--- config.mk ---
export PLATFORM = sky130hd
export DESIGN_NAME = axi_master_port
export DESIGN_NICKNAME = d
export VERILOG_FILES = /design/src/rtl/axi_master_port.sv
export SDC_FILE = /design/constraint.sdc
export NUM_CORES = 1
export LEC_CHECK = 0
export CAP_MARGIN = 25
export CORE_AREA = 2 2 114 116
export DETAILED_ROUTE_END_ITERATION = 7
export DIE_AREA = 0 0 116 118
export PLACE_DENSITY = 0.77
export SLEW_MARGIN = 20
export SYNTH_ARGS = -nofsm -noshare
export SYNTH_HDL_FRONTEND = slang
export SYNTH_SLANG_ARGS = --single-unit
--- constraint.sdc ---
create_clock -name ACLK -period 2.3 [get_ports ACLK]
set_clock_uncertainty 0.05 [all_clocks]
set_input_delay 0.23 -clock ACLK [delete_from_list [all_inputs] [get_ports ACLK]]
set_output_delay 0.23 -clock ACLK [all_outputs]
set_load 0.005 [all_outputs]
--- src/rtl/axi_master_port.sv ---
// axi_master_port
//   Bridges a simple CPU-side request/response port onto an AXI master.
//   Only one transaction is in flight at a time. Reads may be bursts of
//   req_len+1 beats. Writes are always a single beat.
//
// Ports
//   ACLK, ARESET           clock and synchronous active-high reset
//   req_valid/req_ready    request handshake (ready only while idle)
//   req_write, req_addr, req_wdata, req_wstrb, req_len   request fields
//   rsp_valid/rsp_rdata/rsp_last/rsp_err                  response beat
//   AW/W/B/AR/R            AXI master channels (ID 4, ADDR 32, DATA 32)
module axi_master_port #(
  parameter logic [3:0] MASTER_ID  = 4'h0,
  parameter logic [1:0] BURST_TYPE = 2'b01
) (
  input  logic        ACLK,
  input  logic        ARESET,
  // CPU side
  input  logic        req_valid,
  output logic        req_ready,
  input  logic        req_write,
  input  logic [31:0] req_addr,
  input  logic [31:0] req_wdata,
  input  logic [3:0]  req_wstrb,
  input  logic [3:0]  req_len,
  output logic        rsp_valid,
  output logic [31:0] rsp_rdata,
  output logic        rsp_last,
  output logic        rsp_err,
  // AW
  output logic [3:0]  AWID,
  output logic [31:0] AWADDR,
  output logic [3:0]  AWLEN,
  output logic [2:0]  AWSIZE,
  output logic [1:0]  AWBURST,
  output logic        AWVALID,
  input  logic        AWREADY,
  // W
  output logic [31:0] WDATA,
  output logic [3:0]  WSTRB,
  output logic        WLAST,
  output logic        WVALID,
  input  logic        WREADY,
  // B
  input  logic [3:0]  BID,
  input  logic [1:0]  BRESP,
  input  logic        BVALID,
  output logic        BREADY,
  // AR
  output logic [3:0]  ARID,
  output logic [31:0] ARADDR,
  output logic [3:0]  ARLEN,
  output logic [2:0]  ARSIZE,
  output logic [1:0]  ARBURST,
  output logic        ARVALID,
  input  logic        ARREADY,
  // R
  input  logic [3:0]  RID,
  input  logic [31:0] RDATA,
  input  logic [1:0]  RRESP,
  input  logic        RLAST,
  input  logic        RVALID,
  output logic        RREADY
);

  typedef enum logic [2:0] {IDLE, RADDR, RDATA_S, WADDR, WDATA_S, WRESP} state_e;

  state_e      state_q, state_d;
  logic [31:0] addr_q;
  logic [31:0] wdata_q;
  logic [3:0]  wstrb_q;
  logic [3:0]  len_q;
  logic [3:0]  beat_q;
  logic        req_fire;
  logic        len_hit;

  assign req_fire = (state_q == IDLE) && req_valid;
  assign len_hit  = (beat_q == len_q);

  // Channel payloads come straight from the capture registers. Those
  // registers only load in IDLE, so every field stays stable while its VALID
  // is high.
  assign ARID    = MASTER_ID;
  assign ARADDR  = addr_q;
  assign ARLEN   = len_q;
  assign ARSIZE  = 3'b010;
  assign ARBURST = BURST_TYPE;
  assign AWID    = MASTER_ID;
  assign AWADDR  = addr_q;
  assign AWLEN   = 4'd0;
  assign AWSIZE  = 3'b010;
  assign AWBURST = BURST_TYPE;
  assign WDATA   = wdata_q;
  assign WSTRB   = wstrb_q;
  assign WLAST   = 1'b1;

  // State register
  always_ff @(posedge ACLK) begin
    if (ARESET) state_q <= IDLE;
    else        state_q <= state_d;
  end

  // Next-state logic
  always_comb begin
    state_d = state_q;
    case (state_q)
      IDLE:    if (req_fire) state_d = req_write ? WADDR : RADDR;
      RADDR:   if (ARREADY) state_d = RDATA_S;
      RDATA_S: if (RVALID && RLAST) state_d = IDLE;
      WADDR:   if (AWREADY) state_d = WDATA_S;
      WDATA_S: if (WREADY) state_d = WRESP;
      WRESP:   if (BVALID) state_d = IDLE;
      default: state_d = IDLE;
    endcase
  end

  // Request capture and read beat counter
  always_ff @(posedge ACLK) begin
    if (ARESET) begin
      addr_q  <= '0;
      wdata_q <= '0;
      wstrb_q <= '0;
      len_q   <= '0;
      beat_q  <= '0;
    end else if (req_fire) begin
      addr_q  <= req_addr;
      wdata_q <= req_wdata;
      wstrb_q <= req_wstrb;
      len_q   <= req_write ? 4'd0 : req_len;
      beat_q  <= '0;
    end else if (state_q == RDATA_S && RVALID) begin
      beat_q  <= beat_q + 4'd1;
    end
  end

  // Output logic. The response READYs and rsp_valid are masked during reset.
  // A beat arriving in the reset cycle is therefore neither accepted nor
  // reported.
  always_comb begin
    req_ready = 1'b0;
    ARVALID   = 1'b0;
    AWVALID   = 1'b0;
    WVALID    = 1'b0;
    RREADY    = 1'b0;
    BREADY    = 1'b0;
    rsp_valid = 1'b0;
    rsp_rdata = '0;
    rsp_last  = 1'b0;
    rsp_err   = 1'b0;
    case (state_q)
      IDLE:    req_ready = 1'b1;
      RADDR:   ARVALID   = 1'b1;
      WADDR:   AWVALID   = 1'b1;
      WDATA_S: WVALID    = 1'b1;
      RDATA_S: begin
        RREADY    = !ARESET;
        rsp_valid = RVALID && !ARESET;
        rsp_rdata = RDATA;
        // Reaching the requested beat count terminates the response even if
        // the slave has not raised RLAST. A missing RLAST is flagged as an error.
        rsp_last  = RVALID && (RLAST || len_hit);
        rsp_err   = RVALID && ((RRESP != 2'b00) || (RID != MASTER_ID) ||
                               (len_hit && !RLAST));
      end
      WRESP: begin
        BREADY    = !ARESET;
        rsp_valid = BVALID && !ARESET;
        rsp_last  = BVALID;
        rsp_err   = BVALID && ((BRESP != 2'b00) || (BID != MASTER_ID));
      end
      default: ;
    endcase
  end

endmodule

==> results.md <==
* Routed wire length at 12.3 mm
* Via count at 3,770
* Detailed Place HPWL at 9.63 mm
* Fillers at 1,165
* Total gr overflow at 0
* Die ar. at 13,700 um2
* Clk slew on worst S/H paths at 60 ps
* Mapped Area at 3660 um2
* Initial cell density of the core at 0.295
* Simple-gate portion of the synthesized area at 0.263
* Min-delay worst type: primary input to flip-flop
* Relative slew margins at 0.570
* Vias in the first global route at 3,605
* Final Setup Violations at 0
* Static Leak at 0.00246 uW
* Setup CP Type: flip-flop to primary output
* Area growth syn-to-layout at 78.5%
* Main synth FF type: dfxtp_1
* Crit-path cells: nor3b_4 > bufbuf_16 > and2_1 > clkdlybuf4s50_1
* Crit path required time at 2020 ps
* Antenna Cells at 0
* Fin. max-slew vios at 0
* Worst slew pin tran at 645 ps
* CTS max path bufs at 2
* Drt first pass iters at 4
* Area share of fa/ha/maj cells after synthesis at 0.00342
* Crit-path max FO at 18
* CP endpoint kind: primary output
* Top-area cell type share of the netlist area at 0.432
* Routability cong. at 0.828
* Avg Cell Area, Syn at 7.75 um2
* First-pass GRT wire length at 18.2 mm
* Via density per instance at 4.30
* CP max stage cell: clkdlybuf4s50_1
* Status: finished, final reports clean
* EDFF count, synth at 0
* Min Tclk post-route at 2210 ps
* Initial DRC Count at 87
* Final Cycle Share at 0.962
* Largest cells by area after synthesis: dfxtp_1 43%, nand2_1 15%, buf_4 12%
* Finished Cell Area at 6530 um2
* Layout cell share with drive strength beyond 1 at 0.0582
* Final ANT Viol Nets at 0
* Mux contribution to synthesized area at 0.00821
* Post-synthesis xor/xnor area fraction at 0.0144
* Clock sink total at 79
* CTS root buf: clkbuf_16
* Pre-CTS setup slack at -103 ps
* Mapped Cells at 472
* Max-cap viol count at 0
* # rows at 41
* Register area share after synthesis at 0.432
* # DRC at 0
* Fin nets at 827
* Max H-tree Level at 3
* Cts bufs inserted at 9
* Startpoint Class: flip-flop
* CTS tree: done
* Max VDD drop at 0.000300 V
* Core Area at 12,400 um2
* PortBufs at 270
* PnR worst setup slack at 88.5 ps
* Die W at 116 um
* Tot GR Track Use at 0.170
* WP buf/inv at 2
* Pwr per Cell Area at 626 nW/um2
* Final Hold Vio Count at 0
* Ys async rst share at 0
* Die H at 118 um
* Synth cell count leaders: 143 x nand2_1, 79 x dfxtp_1, 76 x a21oi_1, 59 x buf_4, 34 x and2_1
* Placed Instance Area at 6160 um2
* Ports at 294
* Arr. time, crit path at 1930 ps
* Slowest Stage Delay on Critical Path at 490 ps
* Max Clock Freq at 0.452 GHz
* Seq cells post-synth at 79
* Fin cells at 877
* Compound-Gate Fraction of Synth Area at 0.121
* DP Cell Count at 855
* Pin count of the biggest net entering global routing at 73
* Clock Latency Late Sink at 320 ps
* Delay-heaviest family, CP: buffers and inverters
* Routed length per instance at 14.0 um
* Synth cell types at 36
* Dominant cell type by area after synthesis: dfxtp_1
* Most frequent cell after synthesis: nand2_1
* Synth warn at 0
* RSZ-0062 raised after global routing: yes
* Combinational family with the most area after synthesis: simple AND/OR/NAND/NOR gates
* Initial antenna violation count at 0
worst paths after layout:
check                   from  slack [ps]       endpoint  cells past startpoint
hold reg to reg    WDATA[26]         400      WDATA[26]                      2
setup reg to reg  state_q[1]         650       WSTRB[3]                      6
hold / removal        ARESET         370     state_q[1]                      2
setup / recovery  state_q[2]          90  rsp_rdata[24]                      4
cell type report:
class / count / area [um2] / share of cell area
Clock buffer: 10 / 239 / 0.0366
Clock inverter: 6 / 43.8 / 0.00671
Inverter: 1 / 3.75 / 0.000575
Multi-Input combinational cell: 327 / 1600 / 0.245
Sequential cell: 79 / 1590 / 0.243
Tap cell: 172 / 215 / 0.0330
Timing Repair Buffer: 282 / 2840 / 0.435
per-layer routing:
metal  track usage  wire length, um  vias up
met2         0.329             6650      196
met1         0.168             4330     1661
met3        0.0433             1010       21
met5             0                0        -
met4        0.0662              323        0
li1              -                -     1892
worst register-to-register path, stage by stage (launching register included):
cell	delay, ps
dfxtp_4	360
buf_4	150
nor3_2	180
and2_2	200
buf_4	340
nand2_1	160
a21oi_1	130
flip-flops by register name, indices dropped and copies added, names as in the netlist:
| signal | cells |
|---|---|
| ARADDR | 32 |
| WDATA | 32 |
| state_q | 3 |
| ARLEN | 4 |
| WSTRB | 4 |
| beat_q | 4 |
cells in the final DEF, fill, tap and decap left out, types with 2 or more instances in the layout:
master             n
clkdlybuf4s50_1  267
nand2_1          142
dfxtp_1           76
a21oi_1           75
and2_1            33
conb_1            23
clkbuf_16          9
buf_4              9
nor2_1             5
nor2b_1            4
xnor2_1            4
nand3b_1           4
nor3_1             4
mux2i_1            3
nand2b_1           2
nand4b_1           2
o21ai_0            2
nor3_2             2
nand3_1            2
xor2_1             2
inv_6              2
clkinv_2           2
buf_12             2
dfxtp_2            2
cells by family (layout without fill, tap and decap cells):
kind of cell | Yosys count | after routing
and+or+nand+nor | 209 | 209
buffers and inverters | 87 | 299
AOI/OAI and AO/OA | 85 | 85
DFF | 79 | 79
xor gates and xnor gates | 6 | 6
muxes | 3 | 3
other | 2 | 23
adders and majority gates | 1 | 1
report_power, final:
group	total, uW	internal (uW)	switching, uW
registers	1580	1490	87.9
clock network	1320	765	558
logic	1190	727	459
metrics by stage:
stage	util	power (uW)	hold WS [ps]	TNS, ps
5_1_grt	0.526	4310	374	-40.5
2_1_floorplan	-	2110	316	0
3_3_place_gp	0.496	2740	392	-115
3_5_place_dp	0.496	2770	396	-103
4_1_cts	0.523	4130	352	0
6_report	0.526	4090	367	0
what timing repair did:
item	4_1_cts	5_1_grt
hold buffers	0	0
gates cloned	1	0
gates resized for setup	8	2
pin swaps	1	1
setup buffers	0	5
setup endpoints to repair	3	17
(Power assumes the default switching activity.)
